### config.mk
export PLATFORM = sky130hd
export DESIGN_NAME = ctrl_ex
export DESIGN_NICKNAME = d
export VERILOG_FILES = /design/src/rtl/cpu_pkg.sv /design/src/rtl/cond_eval.sv /design/src/rtl/ctrl_ex.sv
export SDC_FILE = /design/constraint.sdc
export NUM_CORES = 1
export LEC_CHECK = 0
export ABC_AREA = 1
export ABC_CLOCK_PERIOD_IN_PS = 3200
export CAP_MARGIN = 20
export CORE_AREA = 8 8 53 55
export DETAILED_ROUTE_END_ITERATION = 6
export DIE_AREA = 0 0 61 63
export PLACE_DENSITY = 0.83
export SLEW_MARGIN = 20
export SYNTH_ARGS = -nofsm -noshare
export SYNTH_HDL_FRONTEND = slang
export SYNTH_SLANG_ARGS = --single-unit
### constraint.sdc
create_clock -name clk -period 3.2 [get_ports clk]
set_clock_uncertainty 0.2 [all_clocks]
set_input_delay 0.64 -clock clk [delete_from_list [all_inputs] [get_ports clk]]
set_output_delay 0.64 -clock clk [all_outputs]
set_load 0.03 [all_outputs]
### src/rtl/cpu_pkg.sv
// rtl/cpu_pkg.sv - shared types and encodings for the EX-stage controller
// Thumb-subset opcode match patterns, FSM states, ALU selects and ARM condition codes.
package cpu_pkg;

    typedef enum logic [1:0] {
        S_EXEC,
        S_MEM_WAIT,
        S_FLUSH
    } state_e;

    typedef enum logic [2:0] {
        ALU_NONE,
        ALU_ADD,
        ALU_SUB,
        ALU_MOV,
        ALU_CMP
    } alu_sel_e;

    typedef enum logic [3:0] {
        I_NOP,
        I_ADD,
        I_SUB_SP,
        I_MOV_IMM,
        I_MOV_REG,
        I_LDR,
        I_STR,
        I_B,
        I_BCOND,
        I_CMP_IMM
    } instr_e;

    localparam logic [6:0] OP_ADD     = 7'b0001110;
    localparam logic [8:0] OP_SUB_SP  = 9'b101100001;
    localparam logic [4:0] OP_MOV_IMM = 5'b00100;
    localparam logic [7:0] OP_MOV_REG = 8'b01000110;
    localparam logic [4:0] OP_LDR     = 5'b01101;
    localparam logic [4:0] OP_STR     = 5'b01100;
    localparam logic [4:0] OP_B       = 5'b11100;
    localparam logic [3:0] OP_BCOND   = 4'b1101;
    localparam logic [4:0] OP_CMP_IMM = 5'b00101;

    localparam logic [3:0] SP_IDX = 4'd13;

    localparam logic [3:0] COND_EQ = 4'h0;
    localparam logic [3:0] COND_NE = 4'h1;
    localparam logic [3:0] COND_CS = 4'h2;
    localparam logic [3:0] COND_CC = 4'h3;
    localparam logic [3:0] COND_MI = 4'h4;
    localparam logic [3:0] COND_PL = 4'h5;
    localparam logic [3:0] COND_VS = 4'h6;
    localparam logic [3:0] COND_VC = 4'h7;
    localparam logic [3:0] COND_HI = 4'h8;
    localparam logic [3:0] COND_LS = 4'h9;
    localparam logic [3:0] COND_GE = 4'hA;
    localparam logic [3:0] COND_LT = 4'hB;
    localparam logic [3:0] COND_GT = 4'hC;
    localparam logic [3:0] COND_LE = 4'hD;

    // Classifies an instruction from its top nine bits (ir[15:7]).
    function automatic instr_e decode(input logic [8:0] hi);
        instr_e ins;
        ins = I_NOP;
        if (hi[8:2] == OP_ADD)          ins = I_ADD;
        else if (hi == OP_SUB_SP)       ins = I_SUB_SP;
        else if (hi[8:4] == OP_MOV_IMM) ins = I_MOV_IMM;
        else if (hi[8:1] == OP_MOV_REG) ins = I_MOV_REG;
        else if (hi[8:4] == OP_LDR)     ins = I_LDR;
        else if (hi[8:4] == OP_STR)     ins = I_STR;
        else if (hi[8:4] == OP_B)       ins = I_B;
        else if (hi[8:5] == OP_BCOND)   ins = I_BCOND;
        else if (hi[8:4] == OP_CMP_IMM) ins = I_CMP_IMM;
        return ins;
    endfunction

endpackage

### src/rtl/cond_eval.sv
// rtl/cond_eval.sv - ARM condition-code evaluation against {N,Z,C,V}
// Codes 1110 and 1111 are treated as never taken.
module cond_eval
    import cpu_pkg::*;
(
    input  logic [3:0] cond,
    input  logic [3:0] flags,
    output logic       taken
);

    logic n, z, c, v;

    assign n = flags[3];
    assign z = flags[2];
    assign c = flags[1];
    assign v = flags[0];

    always_comb begin
        taken = 1'b0;
        case (cond)
            COND_EQ: taken = z;
            COND_NE: taken = ~z;
            COND_CS: taken = c;
            COND_CC: taken = ~c;
            COND_MI: taken = n;
            COND_PL: taken = ~n;
            COND_VS: taken = v;
            COND_VC: taken = ~v;
            COND_HI: taken = c & ~z;
            COND_LS: taken = ~c | z;
            COND_GE: taken = (n == v);
            COND_LT: taken = (n != v);
            COND_GT: taken = ~z & (n == v);
            COND_LE: taken = z | (n != v);
            default: taken = 1'b0;
        endcase
    end

endmodule

### src/rtl/ctrl_ex.sv
// rtl/ctrl_ex.sv - execute-stage control FSM (writes, memory wait, branch flush)
// Outputs are combinational from state, cnt, the EX instruction and flags.
module ctrl_ex
    import cpu_pkg::*;
(
    input  logic        clk,
    input  logic        rst,
    input  logic [15:0] i_ir_ex,
    input  logic [3:0]  i_mem_data_access,
    input  logic [3:0]  i_flags,
    output logic        o_stall,
    output logic        o_mem_re,
    output logic        o_mem_we,
    output logic        o_reg_we,
    output logic [3:0]  o_reg_waddr,
    output logic        o_flags_we,
    output logic        o_pc_load,
    output logic        o_flush
);

    state_e     state_q, state_d;
    logic [3:0] cnt_q, cnt_d;
    instr_e     instr;
    logic       taken;
    logic       unused_ir;

    assign instr     = decode(i_ir_ex[15:7]);
    assign unused_ir = ^i_ir_ex[6:3];

    cond_eval u_cond_eval (
        .cond  (i_ir_ex[11:8]),
        .flags (i_flags),
        .taken (taken)
    );

    always_ff @(posedge clk) begin
        if (rst) begin
            state_q <= S_EXEC;
            cnt_q   <= 4'd0;
        end else begin
            state_q <= state_d;
            cnt_q   <= cnt_d;
        end
    end

    always_comb begin
        state_d     = state_q;
        cnt_d       = cnt_q;
        o_stall     = 1'b0;
        o_mem_re    = 1'b0;
        o_mem_we    = 1'b0;
        o_reg_we    = 1'b0;
        o_reg_waddr = 4'd0;
        o_flags_we  = 1'b0;
        o_pc_load   = 1'b0;
        o_flush     = 1'b0;

        case (state_q)
            S_EXEC: begin
                case (instr)
                    I_ADD: begin
                        o_reg_we    = 1'b1;
                        o_flags_we  = 1'b1;
                        o_reg_waddr = {1'b0, i_ir_ex[2:0]};
                    end
                    I_MOV_IMM: begin
                        o_reg_we    = 1'b1;
                        o_flags_we  = 1'b1;
                        o_reg_waddr = {1'b0, i_ir_ex[10:8]};
                    end
                    I_MOV_REG: begin
                        o_reg_we    = 1'b1;
                        o_reg_waddr = {i_ir_ex[7], i_ir_ex[2:0]};
                    end
                    I_SUB_SP: begin
                        o_reg_we    = 1'b1;
                        o_reg_waddr = SP_IDX;
                    end
                    I_CMP_IMM: o_flags_we = 1'b1;
                    I_LDR, I_STR: begin
                        // N=0 is treated as a one-cycle access.
                        o_stall  = 1'b1;
                        o_mem_re = (instr == I_LDR);
                        o_mem_we = (instr == I_STR);
                        cnt_d    = (i_mem_data_access == 4'd0) ? 4'd0
                                                               : i_mem_data_access - 4'd1;
                        state_d  = S_MEM_WAIT;
                    end
                    I_B, I_BCOND: begin
                        if (instr == I_B || taken) begin
                            o_pc_load = 1'b1;
                            o_flush   = 1'b1;
                            state_d   = S_FLUSH;
                        end
                    end
                    default: ;
                endcase
            end
            S_MEM_WAIT: begin
                // The decode registers are held, so i_ir_ex still names the access.
                o_mem_re = (instr == I_LDR);
                o_mem_we = (instr == I_STR);
                if (cnt_q != 4'd0) begin
                    o_stall = 1'b1;
                    cnt_d   = cnt_q - 4'd1;
                end else begin
                    if (instr == I_LDR) begin
                        o_reg_we    = 1'b1;
                        o_reg_waddr = {1'b0, i_ir_ex[2:0]};
                    end
                    state_d = S_EXEC;
                end
            end
            S_FLUSH: begin
                o_flush = 1'b1;
                state_d = S_EXEC;
            end
            default: state_d = S_EXEC;
        endcase

        if (rst) begin
            o_stall     = 1'b0;
            o_mem_re    = 1'b0;
            o_mem_we    = 1'b0;
            o_reg_we    = 1'b0;
            o_reg_waddr = 4'd0;
            o_flags_we  = 1'b0;
            o_pc_load   = 1'b0;
            o_flush     = 1'b0;
        end
    end

endmodule

[Yosys cells after proc, flatten, opt, wreduce, memory -nomap -nowiden]
Index checks and enable logic that the tools add are counted.
Widths: inputs -> output; s select.
Word-level totals
  logic and storage cells: 111
  flip-flop bits (word level): 6
  output and inout bits: 11
  input port bits: 26
Operators by class
  add/subtract/negate cells: 2
  equality and inequality tests: 40
  bitwise logic cells: 8
  reduce and logical (&&, ||, !) cells: 12
  mux-type cells: 47
Operators with widths (count)
  $mux 4: 13
  $eq 4x4->1 const B: 9
  $eq 4x3->1 const B: 8
  $mux 1: 19
  $eq 4x2->1 const B: 4
  $pmux 4 s2: 2
  $pmux 4 s4: 1
  $pmux 1 s14: 1
  $eq 5x3->1 const B: 2
  $eq 5x4->1 const B: 2
  $pmux 1 s2: 5
  $eq 9x9->1 const B: 1
  $eq 4x1->1 const B: 2
  $eq 8x7->1 const B: 1
  $logic_not 4->1: 2
  $pmux 2 s2: 2
  $sub 4x1->4 const B: 2
  $eq 7x4->1 const B: 1
  $mux 3: 2
  $reduce_and 3->1: 2
  $eq 5x5->1 const B: 1
  $mux 2: 2
  $ne 2x2->1 const B: 2
  $not 1->1: 4
  16 further kinds: 19

[Logic depth before layout (Yosys ltp)]
Gate-level depths: netlist (run 1).
  word-level depth: 16
  gate-level depth with buffers: 11
  depth with buffers taken out: 11

[Cells and area by module]
A second synthesis (run 1) with hierarchy kept.
Second synthesis, totals
  cell total of the unflattened synthesis: 194
  area, all modules: 1018.5 um^2
Modules (own cells, without submodules)
  ctrl_ex: seq. area each 120.1 um^2, area each 822.0 um^2, cells each 144, times used 1
  cond_eval: seq. area each 0.0 um^2, area each 196.4 um^2, cells each 50, times used 1

[Worst setup path after synthesis (run 1)]
OpenSTA, ideal clock, no wires.
  kind: input to output
  start point: in i_ir_ex[9]
  end point: out o_reg_waddr[3]
  data required time: 2.360 ns
  setup slack: 0.325 ns
  buffers on the path: 1
  arrival: 2.035 ns
  stages: 6
  cell sequence: buf_4 nand2_1 nor2_1 nand4_1 or2_0 a211oi_1
Between the ends
  word-level cells in the longest chain between the ends: 9
  elaborated cells on any way between the ends: 14
  those cells by class: eq/ne (7); mux (7)
RTL lines
  start: declaration: RTL line ctrl_ex.sv:8  | input logic [15:0] i_ir_ex,
  $eq 8x7->1: RTL line cpu_pkg.sv:66  | else if (hi[8:1] == OP_MOV_REG) ins = I_MOV_REG;
  $mux 4: RTL line cpu_pkg.sv:66
  $mux 4: RTL line cpu_pkg.sv:65  | else if (hi[8:4] == OP_MOV_IMM) ins = I_MOV_IMM;
  $mux 4: RTL line cpu_pkg.sv:64  | else if (hi == OP_SUB_SP) ins = I_SUB_SP;
  $mux 4 *: RTL line cpu_pkg.sv:63  | if (hi[8:2] == OP_ADD) ins = I_ADD;
  $eq 4x2->1, or another cell as far along: RTL line ctrl_ex.sv:60  | case (instr)
  $pmux 4 s4 *: RTL line ctrl_ex.sv:60
  $pmux 4 s2 *: RTL line ctrl_ex.sv:58  | case (state_q)
  $mux 4 *: RTL line ctrl_ex.sv:121  | if (rst) begin
  end: declaration: RTL line ctrl_ex.sv:15  | output logic [3:0] o_reg_waddr,
Mark *: on every way between the ends. The rest lies on a longest branch, timed or not.

[Worst setup path in the final report (run 1)]
  start point: in i_ir_ex[14]
  end point: out o_reg_waddr[2]
Between the ends
  word-level cells in the longest chain between the ends: 15
  elaborated cells on any way between the ends: 28
  those cells by class: eq/ne (14); mux (14)
RTL lines
  $eq 5x3->1: RTL line cpu_pkg.sv:71  | else if (hi[8:4] == OP_CMP_IMM) ins = I_CMP_IMM;
  $mux 4: RTL line cpu_pkg.sv:71
  $mux 4: RTL line cpu_pkg.sv:70  | else if (hi[8:5] == OP_BCOND) ins = I_BCOND;
  $mux 4: RTL line cpu_pkg.sv:69  | else if (hi[8:4] == OP_B) ins = I_B;
  $mux 4: RTL line cpu_pkg.sv:68  | else if (hi[8:4] == OP_STR) ins = I_STR;
  $mux 4: RTL line cpu_pkg.sv:67  | else if (hi[8:4] == OP_LDR) ins = I_LDR;
  $mux 4: RTL line cpu_pkg.sv:66
  $mux 4: RTL line cpu_pkg.sv:65
  $mux 4: RTL line cpu_pkg.sv:64
  $mux 4 *: RTL line cpu_pkg.sv:63
  $eq 4x3->1: RTL line ctrl_ex.sv:107  | if (instr == I_LDR) begin
  $mux 3: RTL line ctrl_ex.sv:107
  $mux 3: RTL line ctrl_ex.sv:103  | if (cnt_q != 4'd0) begin
  $pmux 4 s2 *: RTL line ctrl_ex.sv:58
  $mux 4 *: RTL line ctrl_ex.sv:121
Marks and branches as above.

==> flow_summary.ini, run 1 <==
[outcome]
status = finished, final reports clean

[timing]
finalSetupViolCount = 0
worstMarginPinSlew_ns = 0.432
timing.final.crit_share_pct = 97.8
max_slew_margin_pct = 71.1
fin_ws_ns = 0.0692
max_freq_mhz = 319
hold_violations = 0
slew_viol_final = 0
rsz0062_at_grt = true
period_needed_ns = 3.13

[routing]
wl_per_cell_um = 12.3
viasPerCell = 5.11
drt_wl_total_mm = 2.78
num_vias = 1154
drcViolationCount = 0
ant_nets = 0
first_pass_iters = 4
drtIter0Drc = 34

[worst_hold_path]
holdCritPathClass = reg2reg
worstHoldPathCells = 2
min_from = cnt_q[3]$_SDFFE_PP0P_

[setup_path]
cp_data_required_time_ns = 2.36
startpoint_type = primary input
crit_arrival_ns = 2.29
worst-r2r-cell-count = 9
crit_start = i_ir_ex[14]
critPathCaptureType = output pin
r2r-start = cnt_q[0]$_SDFFE_PP0P_
critPathMaxFanout = 4
critPathKind = in2out

[floorplanning]
dieHeight_um = 63
die_w_um = 61
core-area_mm2 = 0.00206
rows = 17
dieArea_mm2 = 0.00384
io_pins = 37
initial_utilization_pct = 42.0

[flow_run]
drv_cap = 0

[yosys]
netlist_top_cells_area = nand2_1, dfxtp_1, nand3_1
syn-cell-area_um2 = 867
synth_top_area_share_pct = 17.7
post_synth.cell_area_avg_um2 = 5.49
yosysTopAreaCell = nand2_1
yosysSeqAreaShare_pct = 13.9
synth_nets = 185
synth-seq-cells = 6
synth_cell_types = 32
ys.warnings.count = 0
postSynthCellCount = 158

[placement]
post-place-ws_ns = -0.162
placed_area_mm2 = 0.00122
portBuffers = 32
routabilityCongestion = 0.941
hpwlAfterDp_mm = 2.29

[cells_and_area]
fin_area_mm2 = 0.00128
fillCellCount = 222
final_nets = 227
antenna_cells = 0
area_growth_pct = 47.2
drive_gt1_share_pct = 21.7
finalCoreUtilization_pct = 61.9

[global_route]
grt_pass1_wl_mm = 4.55
track_usage_pct = 14.7
grt_max_degree = 10
grt_pass1_vias = 1109
gr-total-overflow = 0
antenna_found_initial = 0

[power]
leakage_nw = 0.661
ir_worst_vdd_v = 0.000182
power_density_mw_per_mm2 = 207
power_uw = 264

[clocking]
cts_tree = yes
htreeDepth = 1
clock-sinks = 6
cts-root-buf = clkbuf_4
clockBufferDepth = 2
cts_buffers = 3
path_clk_slew_ns = 0.05
insertion_delay_ns = 0.25
## final cells by class
class / count / area, um2 / area share [%]
Clock buffer: 3 / 22.5 / 1.76
Inverter: 26 / 97.6 / 7.65
Multi-Input combinational cell: 124 / 649 / 50.9
Sequential cell: 6 / 120 / 9.41
Tap cell: 28 / 35.0 / 2.75
Timing Repair Buffer: 39 / 352 / 27.5
## critical path, stage by stage
cell	delay (ns)
clkdlybuf4s50_1	0.44
inv_2	0.09
nand2_2	0.06
nor3_1	0.16
nand3_1	0.18
nand3_2	0.15
nand2_2	0.07
nand2_1	0.10
nand3_1	0.07
a21oi_1	0.15
buf_4	0.19
## cell families after synthesis
family / after synthesis / share of synthesized area, %
adders and majority gates: 1 / 1.44
and+or+nand+nor: 93 / 50.5
buffers and inverters: 28 / 12.6
AOI/OAI and AO/OA: 28 / 19.6
xor gates and xnor gates: 2 / 2.02
DFF: 6 / 13.9
## worst paths after layout
| kind | endpoint | slack, ns |
|---|---|---|
| worst max register to register | cnt_q[0]$_SDFFE_PP0P_ | 1.52 |
| worst min-delay path | cnt_q[3]$_SDFFE_PP0P_ | 0.30 |
| worst max-delay path | o_reg_waddr[2] | 0.07 |
| worst min register to register | cnt_q[3]$_SDFFE_PP0P_ | 0.30 |
## placed cells by master (no fill, tap or decap), types with 2 or more instances in the layout
cell              n
nand2_1          40
inv_1            21
nand3_1          18
buf_4            18
nor2_1           14
clkdlybuf4s50_1  14
a21oi_1          10
dfxtp_1           6
inv_2             5
nand2_2           5
o21ai_0           5
nand4_1           4
dlymetal6s2s_1    4
nor2_2            3
clkbuf_4          3
dlygate4sd2_1     3
nor3_2            2
or2_2             2
o211ai_1          2
a21oi_2           2
a211oi_1          2
## cell usage after synthesis (all sizes together)
| library cell | n |
|---|---|
| a21oi | 12 |
| inv | 26 |
| nor2 | 18 |
| ha | 1 |
| xor2 | 1 |
| a211oi | 2 |
| o21ai | 6 |
| a31oi | 1 |
| dfxtp | 6 |
| xnor2 | 1 |
| or2 | 3 |
| a21boi | 1 |
| o22ai | 1 |
| nand3 | 19 |
| nor3 | 4 |
| nand2 | 45 |
| buf | 1 |
| o31ai | 1 |
| clkbuf | 1 |
| o21bai | 1 |
| o211ai | 2 |
| a22oi | 1 |
| nand4 | 4 |
## routing by layer
| metal | track usage (%) | up-vias | wire [um] |
|---|---|---|---|
| li1 | - | 601 | - |
| met1 | 17.3 | 519 | 1260 |
| met2 | 25.7 | 32 | 1360 |
| met3 | 2.88 | 2 | 136 |
| met4 | 3.50 | 0 | 21 |
| met5 | 0 | - | 0 |
## stage by stage
step	cells	TNS (ns)	hold slack, ns
3_3_place_gp	221	-0.0591	0.274
4_1_cts	226	0	0.297
5_1_grt	226	-0.0119	0.352
6_report	226	0	0.301
3_5_place_dp	221	-0.415	0.290
2_1_floorplan	158	0	0.264
## timing repair
| action | in CTS | in global routing |
|---|---|---|
| endpoints found under the setup margin | 5 | 7 |
| hold buffers | 0 | 0 |
| endpoints found under the hold margin | 0 | 0 |
| pin swaps | 1 | 2 |
| resized for setup | 3 | 8 |
| buffers inserted | 2 | 0 |
## sequential cells by signal (all words and copies together) (netlist names)
| name | count |
|---|---|
| cnt_q | 4 |
| state_q | 2 |
## power by group
part / internal, mW / switching, mW / leakage (nW)
Sequential: 0.0774 / 0.00130 / 0.0486
Clock: 0.0427 / 0.0318 / 0.0138
Combinational: 0.0498 / 0.0612 / 0.599
(Power assumes the default switching activity.)
==> run 2: changes to the inputs <==
--- a/config.mk
+++ b/config.mk
@@ -11,6 +11,7 @@
 export CORE_AREA = 8 8 53 55
 export DETAILED_ROUTE_END_ITERATION = 6
 export DIE_AREA = 0 0 61 63
+export GPL_TIMING_DRIVEN = 0
 export PLACE_DENSITY = 0.83
 export SLEW_MARGIN = 20
 export SYNTH_ARGS = -nofsm -noshare
==> flow_summary.ini, run 2 (synthesis results as in run 1) <==
[setup_path]
critPathCaptureType = output pin
cp_top_family = buffers and inverters
crit_top_cell = nand2_1
critPathMaxFanout = 3
startpoint_type = primary input
critical_path.slowest_cell = clkdlybuf4s50_1
crit_arrival_ns = 2.17
path_cells = clkdlybuf4s50_1 > inv_1 > nand2_1 > nand3_1 > nand2_1 > nand2_1 > nand2_1 > nor2_1 > o21ai_1 > nand2_1 > a21oi_2 > buf_2
crit_path_max_incr_delay_ns = 0.50
crit_buf_inv = 3
cp_data_required_time_ns = 2.36
crit_start = i_flags[3]
critPathKind = in2out
r2r-start = cnt_q[0]$_SDFFE_PP0P_

[global_route]
grt_pass1_wl_mm = 4.36
gr-total-overflow = 0
grt_max_degree = 11
track_usage_pct = 13.9
antenna_found_initial = 0
grt_pass1_vias = 1106

[timing]
slew_viol_final = 0
max_slew_margin_pct = 67.9
hold_violations = 0
finalSetupViolCount = 0
fin_ws_ns = 0.192
hold_slack_ns = 0.299
max_freq_mhz = 332
period_needed_ns = 3.01
rsz0062_at_grt = false
worstMarginPinSlew_ns = 0.481
timing.final.crit_share_pct = 94.0

[placement]
portBuffers = 30
dp_cells = 216
hpwlAfterDp_mm = 2.10
placed_area_mm2 = 0.00120
post-place-ws_ns = -0.484
routabilityCongestion = 0.915

[cells_and_area]
largest_register_ffs = 4
fin_area_mm2 = 0.00123
multi_input_area_um2 = 647
antenna_cells = 0
final_nets = 222
final_cells = 221
reg_top3 = cnt_q (4), state_q (2)
drive_gt1_share_pct = 19.2
final_common_cell = nand2_1
regArea_um2 = 120
mostFrequentLayoutCells = nand2_1, inv_1, nand3_1
regMostFlops = cnt_q
area_growth_pct = 42.1
fillCellCount = 200

[routing]
first_pass_iters = 4
drcViolationCount = 0
drtIter0Drc = 37
ant_nets = 0
viasPerCell = 5.12
wl_per_cell_um = 11.9
num_vias = 1131
drt_wl_total_mm = 2.64

[clocking]
clock-sinks = 6
htreeDepth = 1
path_clk_slew_ns = 0.05
cts_tree = yes
insertion_delay_ns = 0.25
cts_buffers = 3
clockBufferDepth = 2
cts-root-buf = clkbuf_4

[floorplanning]
io_pins = 37
dieHeight_um = 63
initial_utilization_pct = 42.0
rows = 17
core-area_mm2 = 0.00206
die_w_um = 61
dieArea_mm2 = 0.00384

[power]
ir_worst_vdd_v = 0.000171
leakage_nw = 0.652
power_density_mw_per_mm2 = 207
power_uw = 256

[worst_hold_path]
min_from = cnt_q[1]$_SDFFE_PP0P_
holdCritPathClass = reg2reg

[outcome]
status = finished, final reports clean

[flow_run]
drv_cap = 0
## run 2: area by class of cell
cell class                 instances  area share (%)
multi-input combinational        124            52.5
clock buffer                       3            1.83
buffer                             2           0.914
timing repair buffer              32            24.3
tap                               28            2.84
sequential                         6            9.75
inverter                          26            7.92
## run 2: path summary, 6_finish.rpt
path	end	slack, ns	depth (start not counted)
hold / removal	cnt_q[1]$_SDFFE_PP0P_	0.30	2
hold reg to reg	cnt_q[1]$_SDFFE_PP0P_	0.30	2
setup reg to reg	cnt_q[0]$_SDFFE_PP0P_	1.47	9
setup / recovery	o_flush	0.19	12
## run 2: per-stage QoR
step | util, % | setup TNS (ns)
floorplan | - | 0
global placement | 58.3 | -3.66
detailed placement | 58.3 | -3.70
CTS | 58.0 | 0
global route | 59.7 | 0
finish | 59.7 | 0
## run 2: where the power goes
group | internal (mW) | leakage (nW) | switching [mW]
Clock | 0.0426 | 0.0138 | 0.0299
Sequential | 0.0775 | 0.0486 | 0.00134
Combinational | 0.0445 | 0.590 | 0.0599
## run 2: timing repair
item / 4_1_cts / 5_1_grt
hold endpoints to repair: 0 / 0
buffers inserted: 0 / 2
gates resized for setup: 43 / 13
pin swaps: 0 / 2
setup endpoints to repair: 11 / 9
hold buffers: 0 / 0
## run 2: metal layers
layer | vias up | global-route usage (%) | routed length [um]
met5 | - | 0 | 0
met4 | 0 | 6.41 | 34
met3 | 5 | 2.47 | 142
met2 | 43 | 23.8 | 1310
met1 | 488 | 15.7 | 1150
li1 | 595 | - | -
## run 2: worst reg2reg max path: stages, from the launching register on
cell and delay [ns]:
dfxtp_1 0.30, inv_1 0.10, ha_1 0.18, nand2_1 0.08, or2_2 0.29, nand2_1 0.08, nand2_2 0.09, inv_2 0.12
o21ai_0 0.09, a21oi_1 0.14
